--- src/rtl/serial_key_reader.sv ---
// serial_key_reader
//   Host-side initiator for the serial key/ID device (decoded at BA13=0,
//   BA12=1). On an accepted start it issues four unlock accesses carrying
//   the nibbles of unlock_seq ([15:12] first), then L read accesses
//   (L = read_len, 0 meaning 16). Each read samples sdrd on its last strobe
//   cycle; the bits are assembled MSB-first into a right-justified word.
//   Every access is SETUP (1 clk), STROBE (STROBE_CYCLES clks, sser low),
//   RECOVER (RECOVER_CYCLES clks, sser high).
//
// Ports
//   clk, rst      : clock, synchronous active-high reset
//   start         : request pulse, honoured only while idle
//   unlock_seq    : four unlock command nibbles, latched on accepted start
//   read_len      : number of read bits (1..16, 0 = 16), latched on start
//   busy          : transfer in progress
//   done          : one-cycle pulse as the block returns to idle
//   data          : received word, updated together with done
//   sser          : device strobe, active low
//   ba13, ba12    : device address select lines
//   ba_cmd        : command nibble on BA7..BA4
//   br_w          : read/write qualifier
//   sdrd          : serial data from the device

module serial_key_reader #(
  parameter int unsigned STROBE_CYCLES  = 2,
  parameter int unsigned RECOVER_CYCLES = 1,
  parameter logic [3:0]  READ_CMD       = 4'h0
) (
  input  logic        clk,
  input  logic        rst,
  input  logic        start,
  input  logic [15:0] unlock_seq,
  input  logic [4:0]  read_len,
  output logic        busy,
  output logic        done,
  output logic [15:0] data,
  output logic        sser,
  output logic        ba13,
  output logic        ba12,
  output logic [3:0]  ba_cmd,
  output logic        br_w,
  input  logic        sdrd
);

  localparam int unsigned TMAX = (STROBE_CYCLES > RECOVER_CYCLES) ? STROBE_CYCLES : RECOVER_CYCLES;
  localparam int unsigned TW   = (TMAX > 1) ? $clog2(TMAX) : 1;

  typedef enum logic [1:0] {
    S_IDLE    = 2'd0,
    S_SETUP   = 2'd1,
    S_STROBE  = 2'd2,
    S_RECOVER = 2'd3
  } state_t;

  state_t         r_state;
  logic [15:0]    r_unlock;
  logic [4:0]     r_len;
  logic [4:0]     r_acc;
  logic [4:0]     r_bits;
  logic [TW-1:0]  r_tcnt;
  logic [15:0]    r_shreg;
  logic [15:0]    r_data;
  logic           r_done;

  logic           w_strobe_last;
  logic           w_recover_last;
  logic           w_is_read;
  logic           w_last_access;
  logic [3:0]     w_unlock_nib;

  assign w_strobe_last  = (r_tcnt == TW'(STROBE_CYCLES - 1));
  assign w_recover_last = (r_tcnt == TW'(RECOVER_CYCLES - 1));
  assign w_is_read      = (r_acc >= 5'd4);
  // The bit counter has already counted the final read by its RECOVER phase.
  assign w_last_access  = w_is_read && (r_bits == r_len);

  always_comb begin
    w_unlock_nib = r_unlock[15:12];
    case (r_acc[1:0])
      2'd0: w_unlock_nib = r_unlock[15:12];
      2'd1: w_unlock_nib = r_unlock[11:8];
      2'd2: w_unlock_nib = r_unlock[7:4];
      2'd3: w_unlock_nib = r_unlock[3:0];
      default: w_unlock_nib = r_unlock[15:12];
    endcase
  end

  always_ff @(posedge clk) begin
    if (rst) begin
      r_state  <= S_IDLE;
      r_unlock <= '0;
      r_len    <= '0;
      r_acc    <= '0;
      r_bits   <= '0;
      r_tcnt   <= '0;
      r_shreg  <= '0;
      r_data   <= '0;
      r_done   <= 1'b0;
    end else begin
      r_done <= 1'b0;
      case (r_state)
        S_IDLE: begin
          if (start) begin
            r_unlock <= unlock_seq;
            r_len    <= (read_len == 5'd0) ? 5'd16 : read_len;
            r_acc    <= '0;
            r_bits   <= '0;
            r_tcnt   <= '0;
            r_shreg  <= '0;
            r_state  <= S_SETUP;
          end
        end
        S_SETUP: begin
          r_tcnt  <= '0;
          r_state <= S_STROBE;
        end
        S_STROBE: begin
          if (w_strobe_last) begin
            r_tcnt  <= '0;
            r_state <= S_RECOVER;
            if (w_is_read) begin
              r_shreg <= {r_shreg[14:0], sdrd};
              r_bits  <= r_bits + 5'd1;
            end
          end else begin
            r_tcnt <= r_tcnt + TW'(1);
          end
        end
        S_RECOVER: begin
          if (w_recover_last) begin
            r_tcnt <= '0;
            if (w_last_access) begin
              r_state <= S_IDLE;
              r_done  <= 1'b1;
              r_data  <= r_shreg;
            end else begin
              r_acc   <= r_acc + 5'd1;
              r_state <= S_SETUP;
            end
          end else begin
            r_tcnt <= r_tcnt + TW'(1);
          end
        end
        default: r_state <= S_IDLE;
      endcase
    end
  end

  // Bus lines decode from registered state; r_acc only advances on the
  // RECOVER->SETUP edge, so the command never moves while sser is low.
  always_comb begin
    busy   = (r_state != S_IDLE);
    done   = r_done;
    data   = r_data;
    sser   = (r_state != S_STROBE);
    ba13   = (r_state == S_IDLE);
    ba12   = (r_state != S_IDLE);
    br_w   = (r_state != S_IDLE);
    ba_cmd = '0;
    if (r_state != S_IDLE)
      ba_cmd = w_is_read ? READ_CMD : w_unlock_nib;
  end

endmodule

--- config.mk ---
export PLATFORM = sky130hd
export DESIGN_NAME = serial_key_reader
export DESIGN_NICKNAME = d
export VERILOG_FILES = /design/src/rtl/serial_key_reader.sv
export SDC_FILE = /design/constraint.sdc
export NUM_CORES = 1
export LEC_CHECK = 0
export ABC_CLOCK_PERIOD_IN_PS = 3700
export CORE_MARGIN = 5
export CORE_UTILIZATION = 55
export DETAILED_ROUTE_END_ITERATION = 8
export DONT_BUFFER_PORTS = 1
export GPL_TIMING_DRIVEN = 0
export HOLD_SLACK_MARGIN = 0.12
export PLACE_DENSITY = 0.73
export SYNTH_ARGS = -nofsm -noshare
export SYNTH_HDL_FRONTEND = slang
export SYNTH_SLANG_ARGS = --single-unit
--- constraint.sdc ---
create_clock -name clk -period 3.7 [get_ports clk]
set_input_delay 1.11 -clock clk [delete_from_list [all_inputs] [get_ports clk]]
set_output_delay 1.11 -clock clk [all_outputs]
set_load 0.02 [all_outputs]
## Word-level counts from Yosys, hierarchy flattened

Cells that the tools add are included.

| cells by class | value |
|---|---|
| $add $sub $neg | 3 |
| $lt $le $gt $ge | 1 |
| equality and inequality tests | 13 |
| multiplexer cells | 25 |
| bitwise gates (word level) | 2 |
| reductions and logical operators | 13 |

Operators by type and width:

| operator | count |
|---|---|
| two-way mux 16 bit | 3 |
| one-hot mux 16 bit (2 select lines) | 1 |
| two-way mux 5 bit | 6 |
| one-hot mux 5 bit (2 select lines) | 2 |
| one-hot mux 4 bit (4 select lines) | 1 |
| != test 2 bit, second input constant | 6 |
| adder 5 x 1 -> 5 bit, second input constant | 2 |
| equality test 2 bit, second input constant | 4 |
| two-way mux 4 bit | 2 |
| one-hot mux 2 bit (4 select lines) | 1 |
| AND reduction 4 bit | 2 |
| two-way mux 2 bit | 3 |
| AND reduction 3 bit | 2 |
| nonzero test 2 bit | 3 |
| equality test 5 bit | 1 |
| greater-or-equal comparator 5 x 3 -> 1 bit, second input constant | 1 |
| logical NOT 5 bit | 1 |
| two-way mux 1 bit | 5 |
| equality test 2 x 1 -> 1 bit, second input constant | 2 |
| logical NOT 2 bit | 2 |
| one-hot mux 1 bit (4 select lines) | 1 |
| OR reduction 3 bit | 1 |
| inverter 1 bit | 2 |
| AND reduction 2 bit | 1 |
| other kinds (2) | 2 |

| word-level totals | value |
|---|---|
| register bits after elaboration | 67 |
| input bits | 25 |
| output and inout port bits | 26 |
| logic and storage cells | 66 |

## Depth between registers and ports, before layout

Gate-level depths: netlist of run 1.

| depth | value |
|---|---|
| depth in word-level cells | 5 |
| mapped depth | 8 |
| depth with buffers taken out | 6 |

## Worst setup path before layout of run 1

No wires, ideal clock.

| timing path | value |
|---|---|
| path type | register to output |
| from | register r_state[1] |
| to | output ba_cmd[0] |
| data arrival time | 1,441 ps |
| data required time | 2,590 ps |
| setup slack | 1,149 ps |
| cell stages (with the launch flop) | 6 |
| path buffers | 0 |
| cells stage by stage | dfxtp_1 -> inv_1 -> ha_1 -> inv_1 -> nand2_1 -> nor2_1 |

| on the way | value |
|---|---|
| longest elaborated chain between the ends | 2 |

RTL lines:

| element | line | text |
|---|---|---|
| from (decl) | 55 | `state_t r_state;` |
| from (signal assigned) | 90 | `r_state <= S_IDLE;` |
| from (signal assigned) | 110 | `r_state <= S_SETUP;` |
| from (signal assigned) | 115 | `r_state <= S_STROBE;` |
| nonzero test 2 bit | - |  |
| named net ba12 | 39 | `output logic ba12,` |
| two-way mux 4 bit | 160 | `if (r_state != S_IDLE)` |
| to (decl) | 40 | `output logic [3:0] ba_cmd,` |

The timed path passes the listed nets, and every way through them passes these cells.

## Final worst setup path of run 1

| timing path | value |
|---|---|
| from | register r_state[1] |
| to | output ba_cmd[1] |

The elaborated chain is that of the path after synthesis.

==> results of run 1 <==
flip-flops by register name, summed over array words and instances (netlist names):
signal and flops:
r_tcnt 1, r_shreg 16, r_state 2, data 16, r_unlock 16, r_acc 5, done 1, r_len 5
r_bits 5
final timing paths:
kind / startpoint / endpoint / cells past startpoint
min reg2reg: r_unlock[6] / r_unlock[6] / 2
max: r_state[1] / ba_cmd[1] / 5
min: r_unlock[6] / r_unlock[6] / 2
max reg2reg: r_state[0] / r_shreg[12] / 8
placed cells by master, fill, tap and decap left out, types with 2 or more instances in the layout:
cell	instances
a21oi_1	46
a222oi_1	4
a31oi_1	2
and2_1	3
buf_1	4
buf_2	3
buf_4	2
bufinv_16	4
clkbuf_1	13
clkbuf_8	9
clkinv_2	2
dfxtp_1	67
ha_1	10
inv_1	7
mux2i_1	18
nand2_1	93
nand2b_1	4
nand3_1	25
nor2_1	17
nor2b_1	2
nor3_1	3
nor4_1	4
o211ai_1	2
o21ai_0	8
o21ai_1	2
o32ai_1	2
or3_1	2
xnor2_1	4
xor2_1	2
where the power goes:
group	leakage, nW	total [mW]	switching [mW]	internal, mW
combinational	0.455	0.508	0.356	0.151
sequential	0.543	0.817	0.0386	0.779
clock	0.134	0.801	0.286	0.516
total	1.13	2.13	0.680	1.45
critical path, delay by kind of cell, from the launching register on:
| family | cells | cell delay [ns] |
|---|---|---|
| adders and majority gates | 1 | 0.37 |
| buffers and inverters | 2 | 0.38 |
| DFF | 1 | 0.41 |
| and+or+nand+nor | 2 | 0.53 |
metal layers:
layer  track usage (%)  up-vias
li1                  -     1274
met1             25.95     1201
met2             32.10       92
met3             4.047       14
met4             9.942        0
met5                 0        -
Yosys cell counts (2+ instances only):
cell type and n:
a21oi_1 46, a222oi_1 4, a31oi_1 2, and2_1 3, buf_1 4, buf_2 3, buf_4 2, clkbuf_1 13
dfxtp_1 67, ha_1 10, inv_1 7, mux2i_1 18, nand2_1 93, nand2b_1 4, nand3_1 25, nor2_1 17
nor2b_1 2, nor3_1 3, nor4_1 4, o211ai_1 2, o21ai_0 8, o21ai_1 2, o32ai_1 2, or3_1 2
xnor2_1 4, xor2_1 2
logic make-up after synthesis:
| kind of cell | Yosys count | share of synthesized area [%] |
|---|---|---|
| multiplexers | 18 | 6.033 |
| AND/OR/NAND/NOR | 159 | 23.71 |
| flip-flops | 67 | 44.91 |
| adder cells (fa/ha/maj) | 10 | 4.189 |
| XOR/XNOR | 6 | 1.760 |
| buffers and inverters | 32 | 5.195 |
| AO/OA/AOI/OAI | 73 | 14.20 |
per-stage QoR:
step	instance area, um^2	setup WS [ns]	std cells	utilization [%]
after floorplan	2987	1.149	365	-
after global placement	3074	0.9621	435	59.06
after detailed placement	3074	0.9230	435	59.06
after CTS	3337	0.5430	451	64.11
after global routing	3337	0.4273	451	64.11
final	3337	0.5730	451	64.11
layout make-up:
| cell class | instances | area [um^2] | share of cell area [%] |
|---|---|---|---|
| clock buffers | 9 | 123.9 | 3.712 |
| well taps | 70 | 87.58 | 2.625 |
| flip-flops and latches | 67 | 1341 | 40.20 |
| multi-input cells | 266 | 1490 | 44.66 |
| plain buffers | 24 | 125.1 | 3.750 |
| clock inverters | 7 | 138.9 | 4.162 |
| inverters | 8 | 30.03 | 0.8999 |
==> flow_summary.json, run 1 <==
{
  "totalWireLength_um": 6654,
  "synth_area_leader_cell": "dfxtp_1",
  "hp-class": "flop to flop",
  "postCtsSetupRepairBufs": 0,
  "top_layer_used": "met4",
  "cp_slowest_cell": "dfxtp_1",
  "drv_slew": 0,
  "end_kind": "output pin",
  "antenna_cells": 0,
  "port_buffers": 0,
  "path_max_fanout": 9,
  "hpwl_um": 4687,
  "hold_viol_final": 0,
  "maxSlewHeadroom_pct": 64.36,
  "die_w_um": 83.69,
  "ctsHoldBuffers": 0,
  "rows": 26,
  "synth_edf_count": 0,
  "synth_cell_types": 42,
  "max_stage_delay_ns": 0.41,
  "syn_nets": 400,
  "cts_tree": "yes",
  "maxCapViolCount": 0,
  "period_share_pct": 84.51,
  "yosys_warnings": 0,
  "ys_seq_area_share_pct": 44.91,
  "crit_path_cell_trace": "inv_1 > ha_1 > inv_1 > nand2_1 > nor2_1",
  "place.gp.congestion": 0.8681,
  "fin_crit_ns": 3.127,
  "post-route-drc-count": 0,
  "status": "completed",
  "num_vias": 2581,
  "root_buffer": "clkbuf_8",
  "die_y_um": 83.69,
  "syn_avg_cell_area_um2": 8.183,
  "vias_per_cell": 5.723,
  "cts_buffers": 9,
  "cp.arrival_ns": 2.02,
  "rsz0062_at_grt": "no",
  "grt_max_degree": 13,
  "fill_cells": 460,
  "async_reset_ff_share_pct": 0,
  "wl_met2_um": 3136,
  "max-vdd-ir-drop_mv": 0.3964,
  "cts.repair.resized": 0,
  "nNetsFinal": 411,
  "avgRoutedWirePerCell_um": 14.75,
  "p_leak_nw": 1.132,
  "dr.pass1.iters": 5,
  "rrSetupSlack_ns": 1.41,
  "fmax_mhz": 319.8,
  "grt.overflow.total": 0,
  "initial_utilization_pct": 57.38,
  "first_global_vias": 2430,
  "p_per_area_mw_per_mm2": 637.2,
  "die_area_mm2": 0.007004,
  "synthToLayoutAreaGrowth_pct": 11.73,
  "synth_top_area_share_pct": 44.91,
  "synth_seq_cells": 67,
  "worst_pin_slew_ns": 0.5346,
  "fp.coreArea_mm2": 0.005205,
  "ant_nets": 0,
  "syn_area_mm2": 0.002987,
  "worstSetupStartpointType": "flop",
  "synth-main-ff-cell": "dfxtp_1",
  "cts.htree.levels": 3,
  "cp.required_ns": 2.59,
  "clk_latency_ns": 0.34,
  "antenna_found_initial": 0,
  "grt_usage_pct": 20.16,
  "clkTransAtPathRegs_ns": 0.08,
  "clkSinkCount": 67,
  "worst-setup-path-type": "flop to output pin",
  "hold_slack_ns": 0.4563,
  "report.power.total_mw": 2.126,
  "drive_above_1_share_pct": 6.824,
  "ctsLongestPathBuffers": 2,
  "path_common_cell": "inv_1",
  "synth.area.top_cells": "dfxtp_1 (45%), nand2_1 (12%), a21oi_1 (7.7%), mux2i_1 (6.0%), ha_1 (4.2%)",
  "io_pins": 51,
  "synthCells": 365,
  "final.setup.tns_ns": 0,
  "setup_viol": 0,
  "fin_worst_skew_ns": 0.006715,
  "wl_met1_um": 2974,
  "dr_wl_met3_um": 387,
  "grt_pass1_wl_um": 11510,
  "drt-initial-drc-count": 178
}
Note: power is estimated with default switching activity, not from simulation.
==> run 2: changes to the inputs <==
--- a/config.mk
+++ b/config.mk
@@ -5,14 +5,14 @@
 export SDC_FILE = /design/constraint.sdc
 export NUM_CORES = 1
 export LEC_CHECK = 0
-export ABC_CLOCK_PERIOD_IN_PS = 3700
+export ABC_CLOCK_PERIOD_IN_PS = 2600
 export CORE_MARGIN = 5
 export CORE_UTILIZATION = 55
 export DETAILED_ROUTE_END_ITERATION = 8
 export DONT_BUFFER_PORTS = 1
 export GPL_TIMING_DRIVEN = 0
 export HOLD_SLACK_MARGIN = 0.12
-export PLACE_DENSITY = 0.73
+export PLACE_DENSITY = 0.76
 export SYNTH_ARGS = -nofsm -noshare
 export SYNTH_HDL_FRONTEND = slang
 export SYNTH_SLANG_ARGS = --single-unit
==> constraint.sdc (replaced) <==
create_clock -name clk -period 2.6 [get_ports clk]
set_input_delay 0.78 -clock clk [delete_from_list [all_inputs] [get_ports clk]]
set_output_delay 0.78 -clock clk [all_outputs]
set_load 0.02 [all_outputs]
==> flow_summary.json, run 2 (synthesis results as in run 1) <==
{
  "status": "completed",
  "end_kind": "output pin",
  "place.gp.congestion": 0.8968,
  "p_leak_nw": 1.077,
  "port_buffers": 0,
  "hpwl_um": 4744,
  "root_buffer": "clkbuf_8",
  "grt_usage_pct": 19.20,
  "cp.arrival_ns": 1.73,
  "fin_crit_ns": 2.512,
  "max_stage_delay_ns": 0.37,
  "grt_max_degree": 12,
  "drive_above_1_share_pct": 9.737,
  "setup_viol": 0,
  "maxSlewHeadroom_pct": 65.26,
  "grt_pass1_wl_um": 10970,
  "path_max_fanout": 7,
  "dr.pass1.iters": 4,
  "worst-setup-path-type": "flop to output pin",
  "fmax_mhz": 398.1,
  "fin_worst_skew_ns": 0.006872,
  "vias_per_cell": 5.660,
  "post-route-drc-count": 0,
  "die_area_mm2": 0.007004,
  "ctsHoldBuffers": 0,
  "die_w_um": 83.69,
  "post-place-ws_ns": 0.1298,
  "first_global_vias": 2277,
  "final.setup.tns_ns": 0,
  "nNetsFinal": 411,
  "cts.htree.levels": 3,
  "worst_pin_slew_ns": 0.5210,
  "worstSetupStartpointType": "flop",
  "p_per_area_mw_per_mm2": 818.7,
  "hp-class": "flop to flop",
  "drt-initial-drc-count": 200,
  "layout_common_cells": "nand2_1 (92), dfxtp_1 (65), a21oi_1 (43)",
  "cts_buffers": 9,
  "rows": 26,
  "place_area_mm2": 0.003074,
  "num_vias": 2547,
  "ant_nets": 0,
  "hold_slack_ns": 0.4560,
  "worst-path-buf-inv": 0,
  "final_cells": 450,
  "maxCapViolCount": 0,
  "fill_cells": 484,
  "clkTransAtPathRegs_ns": 0.07,
  "worst_slack_ns": 0.08798,
  "antenna_cells": 0,
  "hold_viol_final": 0,
  "cp_slowest_cell": "a222oi_1",
  "drv_slew": 0,
  "cp.required_ns": 1.82,
  "fp.coreArea_mm2": 0.005205,
  "period_share_pct": 96.62,
  "io_pins": 51,
  "clkSinkCount": 67,
  "clk_latency_ns": 0.35,
  "grt.overflow.total": 0,
  "rsz0062_at_grt": "no",
  "path_delay_family": "compound AO/OA/AOI/OAI gates",
  "initial_utilization_pct": 57.38,
  "final_common_cell": "nand2_1",
  "cts_tree": "yes",
  "post-route-util_pct": 63.34,
  "crit_path_cell_trace": "ha_1 > a222oi_1 > nor2_1 > a21oi_1 > nor2_4",
  "fin_area_mm2": 0.003297,
  "avgRoutedWirePerCell_um": 14.60,
  "ctsLongestPathBuffers": 2,
  "synthToLayoutAreaGrowth_pct": 10.39,
  "max-vdd-ir-drop_mv": 0.4949,
  "totalWireLength_um": 6571,
  "dp.cells": 435,
  "antenna_found_initial": 0,
  "die_y_um": 83.69,
  "report.power.total_mw": 2.699
}
[run 2: changes by cell type in the layout (fill, tap and decap cells not counted), sizes merged]
cell / change
bufinv: -4
clkinv: -2
clkinvlp: +2
clkbuf: +3
[run 2: metal layers]
| metal | wire [um] | GRT usage [%] | up-vias |
|---|---|---|---|
| li1 | - | - | 1267 |
| met1 | 2954 | 24.98 | 1196 |
| met2 | 3075 | 29.72 | 71 |
| met3 | 439 | 6.022 | 13 |
| met4 | 102 | 7.310 | 0 |
| met5 | 0 | 0 | - |
[run 2: cell type report]
type                    instances  area, um^2  share of cell area [%]
multi-input cells             266        1541                   46.76
clock buffers                  12       145.1                   4.402
clock inverters                 3       23.77                  0.7211
plain buffers                  24       125.1                   3.795
well taps                      70       87.58                   2.657
flip-flops and latches         67        1344                   40.76
inverters                       8       30.03                  0.9108
[run 2: tightest hold or removal path, stage by stage (launching register included)]
cell	delay (ns)
dfxtp_1	0.31
nand2_1	0.05
a21oi_1	0.05
[run 2: what timing repair did]
item	CTS	global route
setup endpoints to repair	4	4
pin swaps	0	2
buffers inserted	0	0
resized for setup	11	7
[run 2: path summary, 6_finish.rpt]
path	from	to	slack, ns	cells after the start
max reg2reg	r_state[0]	r_shreg[7]	0.42	8
min	r_unlock[4]	r_unlock[4]	0.46	2
max	r_acc[0]	ba_cmd[2]	0.09	5
min reg2reg	r_unlock[4]	r_unlock[4]	0.46	2
[run 2: report_power, final]
part,internal (mW),switching [mW]
Combinational,0.230,0.537
Clock,0.371,0.393
Sequential,1.11,0.0598
Total,1.71,0.989
==> run 3: changes to the inputs <==
--- a/config.mk
+++ b/config.mk
@@ -6,13 +6,15 @@
 export NUM_CORES = 1
 export LEC_CHECK = 0
 export ABC_CLOCK_PERIOD_IN_PS = 2600
+export CELL_PAD_IN_SITES_DETAIL_PLACEMENT = 1
+export CELL_PAD_IN_SITES_GLOBAL_PLACEMENT = 2
 export CORE_MARGIN = 5
-export CORE_UTILIZATION = 55
+export CORE_UTILIZATION = 33
 export DETAILED_ROUTE_END_ITERATION = 8
 export DONT_BUFFER_PORTS = 1
 export GPL_TIMING_DRIVEN = 0
 export HOLD_SLACK_MARGIN = 0.12
-export PLACE_DENSITY = 0.76
+export PLACE_DENSITY = 0.77
 export SYNTH_ARGS = -nofsm -noshare
 export SYNTH_HDL_FRONTEND = slang
 export SYNTH_SLANG_ARGS = --single-unit
==> flow_summary.json, run 3 (synthesis results as in run 1) <==
{
  "status": "completed",
  "rows": 34,
  "first_global_vias": 2622,
  "fin_crit_ns": 2.486,
  "worst-setup-path-type": "flop to output pin",
  "clk_latency_ns": 0.36,
  "cp.required_ns": 1.82,
  "clkPwrFrac_pct": 33.3,
  "place_area_mm2": 0.003122,
  "nNetsFinal": 410,
  "synthToLayoutAreaGrowth_pct": 14.54,
  "switching_share_pct": 36.11,
  "initial_utilization_pct": 34.08,
  "fp.coreArea_mm2": 0.008763,
  "cts.htree.levels": 3,
  "grt_pass1_wl_um": 13380,
  "fin_area_mm2": 0.003421,
  "clkTransAtPathRegs_ns": 0.08,
  "post-route-drc-count": 0,
  "grt_usage_pct": 15.10,
  "final_cells": 488,
  "die_y_um": 105.1,
  "io_pins": 51,
  "worst_pin_slew_ns": 0.5639,
  "ctsLongestPathBuffers": 2,
  "die_area_mm2": 0.01105,
  "hp-class": "flop to flop",
  "dr.pass1.iters": 4,
  "fmax_mhz": 402.3,
  "grt.overflow.total": 0,
  "drv_slew": 0,
  "comb_power_share_pct": 27.4,
  "root_buffer": "clkbuf_8",
  "post-route-util_pct": 39.03,
  "intPower_mw": 1.900,
  "worstSetupStartpointType": "flop",
  "setup_viol": 0,
  "hpwl_um": 5733,
  "path_max_fanout": 9,
  "avgRoutedWirePerCell_um": 16.49,
  "die_w_um": 105.1,
  "dp.cells": 473,
  "cts_buffers": 9,
  "cts_tree": "yes",
  "p_per_area_mw_per_mm2": 869.4,
  "place.gp.congestion": 0.8229,
  "grt_max_degree": 14,
  "maxCapViolCount": 0,
  "fin_worst_skew_ns": 0.01030,
  "num_vias": 2570,
  "layout_common_cells": "nand2_1 (92), dfxtp_1 (65), a21oi_1 (42)",
  "p_leak_nw": 1.107,
  "drive_above_1_share_pct": 11.58,
  "port_buffers": 0,
  "totalWireLength_um": 8049,
  "postCtsSetupRepairBufs": 0,
  "seq_power_share_pct": 39.2,
  "vias_per_cell": 5.266,
  "switching_power_mw": 1.074,
  "clkSinkCount": 67,
  "maxSlewHeadroom_pct": 62.41,
  "ant_nets": 0,
  "cp.arrival_ns": 1.71,
  "max-vdd-ir-drop_mv": 0.2327,
  "fill_cells": 1055,
  "period_share_pct": 95.60,
  "antenna_cells": 0,
  "rsz0062_at_grt": "yes",
  "final_common_cell": "nand2_1",
  "antenna_found_initial": 0,
  "hold_viol_final": 0,
  "end_kind": "output pin",
  "drt-initial-drc-count": 111
}
## run 3: final cells by class
cell class / count / area (um^2) / share of cell area, %
plain buffers: 23 / 122.6 / 3.585
clock buffers: 9 / 123.9 / 3.621
clock inverters: 7 / 101.3 / 2.963
inverters: 8 / 33.78 / 0.9876
multi-input cells: 266 / 1558 / 45.54
flip-flops and latches: 67 / 1346 / 39.36
well taps: 108 / 135.1 / 3.950
## run 3: worst max-delay path, cell delays in order (launching register included)
cell and delay, ns:
dfxtp_1 0.32, inv_1 0.18, ha_4 0.29, clkinvlp_4 0.22, nand2_2 0.25, nor2_4 0.10
## run 3: through the flow
stage | setup TNS, ns | setup slack, ns | hold WS (ns) | power (mW)
2_1_floorplan | 0 | 0.3786 | 0.4321 | 1.751
4_1_cts | 0 | 0.001090 | 0.4620 | 3.010
3_5_place_dp | 0 | 0.08088 | 0.4538 | 1.946
5_1_grt | -0.006178 | -0.006178 | 0.4896 | 3.157
6_report | 0 | 0.1145 | 0.4627 | 2.974
3_3_place_gp | 0 | 0.1365 | 0.4463 | 1.932
## run 3: metal layers
| layer | GRT usage [%] | wire length, um | share of wire [%] | up-vias |
|---|---|---|---|---|
| met1 | 19.00 | 3655 | 45 | 1246 |
| met5 | 0 | 0 | 0 | - |
| met4 | 6.301 | 143 | 1.8 | 0 |
| met3 | 3.329 | 319 | 4.0 | 12 |
| li1 | - | - | - | 1264 |
| met2 | 24.91 | 3932 | 49 | 48 |
## run 3: final timing paths
check / from / cells past startpoint / endpoint / slack (ns)
setup / recovery: r_state[0] / 5 / ba_cmd[3] / 0.11
hold / removal: r_unlock[4] / 2 / r_unlock[4] / 0.46
setup reg to reg: r_state[0] / 8 / r_shreg[12] / 0.45
hold reg to reg: r_unlock[4] / 2 / r_unlock[4] / 0.46
## run 3: timing repair
action | CTS | global route
endpoints found under the setup margin | 6 | 5
hold buffers | 0 | 0
cloned | 0 | 0
pin swaps | 1 | 2
resized for setup | 15 | 10
## run 3: power by group through the flow
stage	combinational (mW)	sequential, mW	clock [mW]
2_1_floorplan	0.579	1.17	0
3_3_place_gp	0.744	1.19	0
3_5_place_dp	0.755	1.19	0
4_1_cts	0.823	1.17	1.02
5_1_grt	0.916	1.18	1.06
6_report	0.816	1.17	0.992
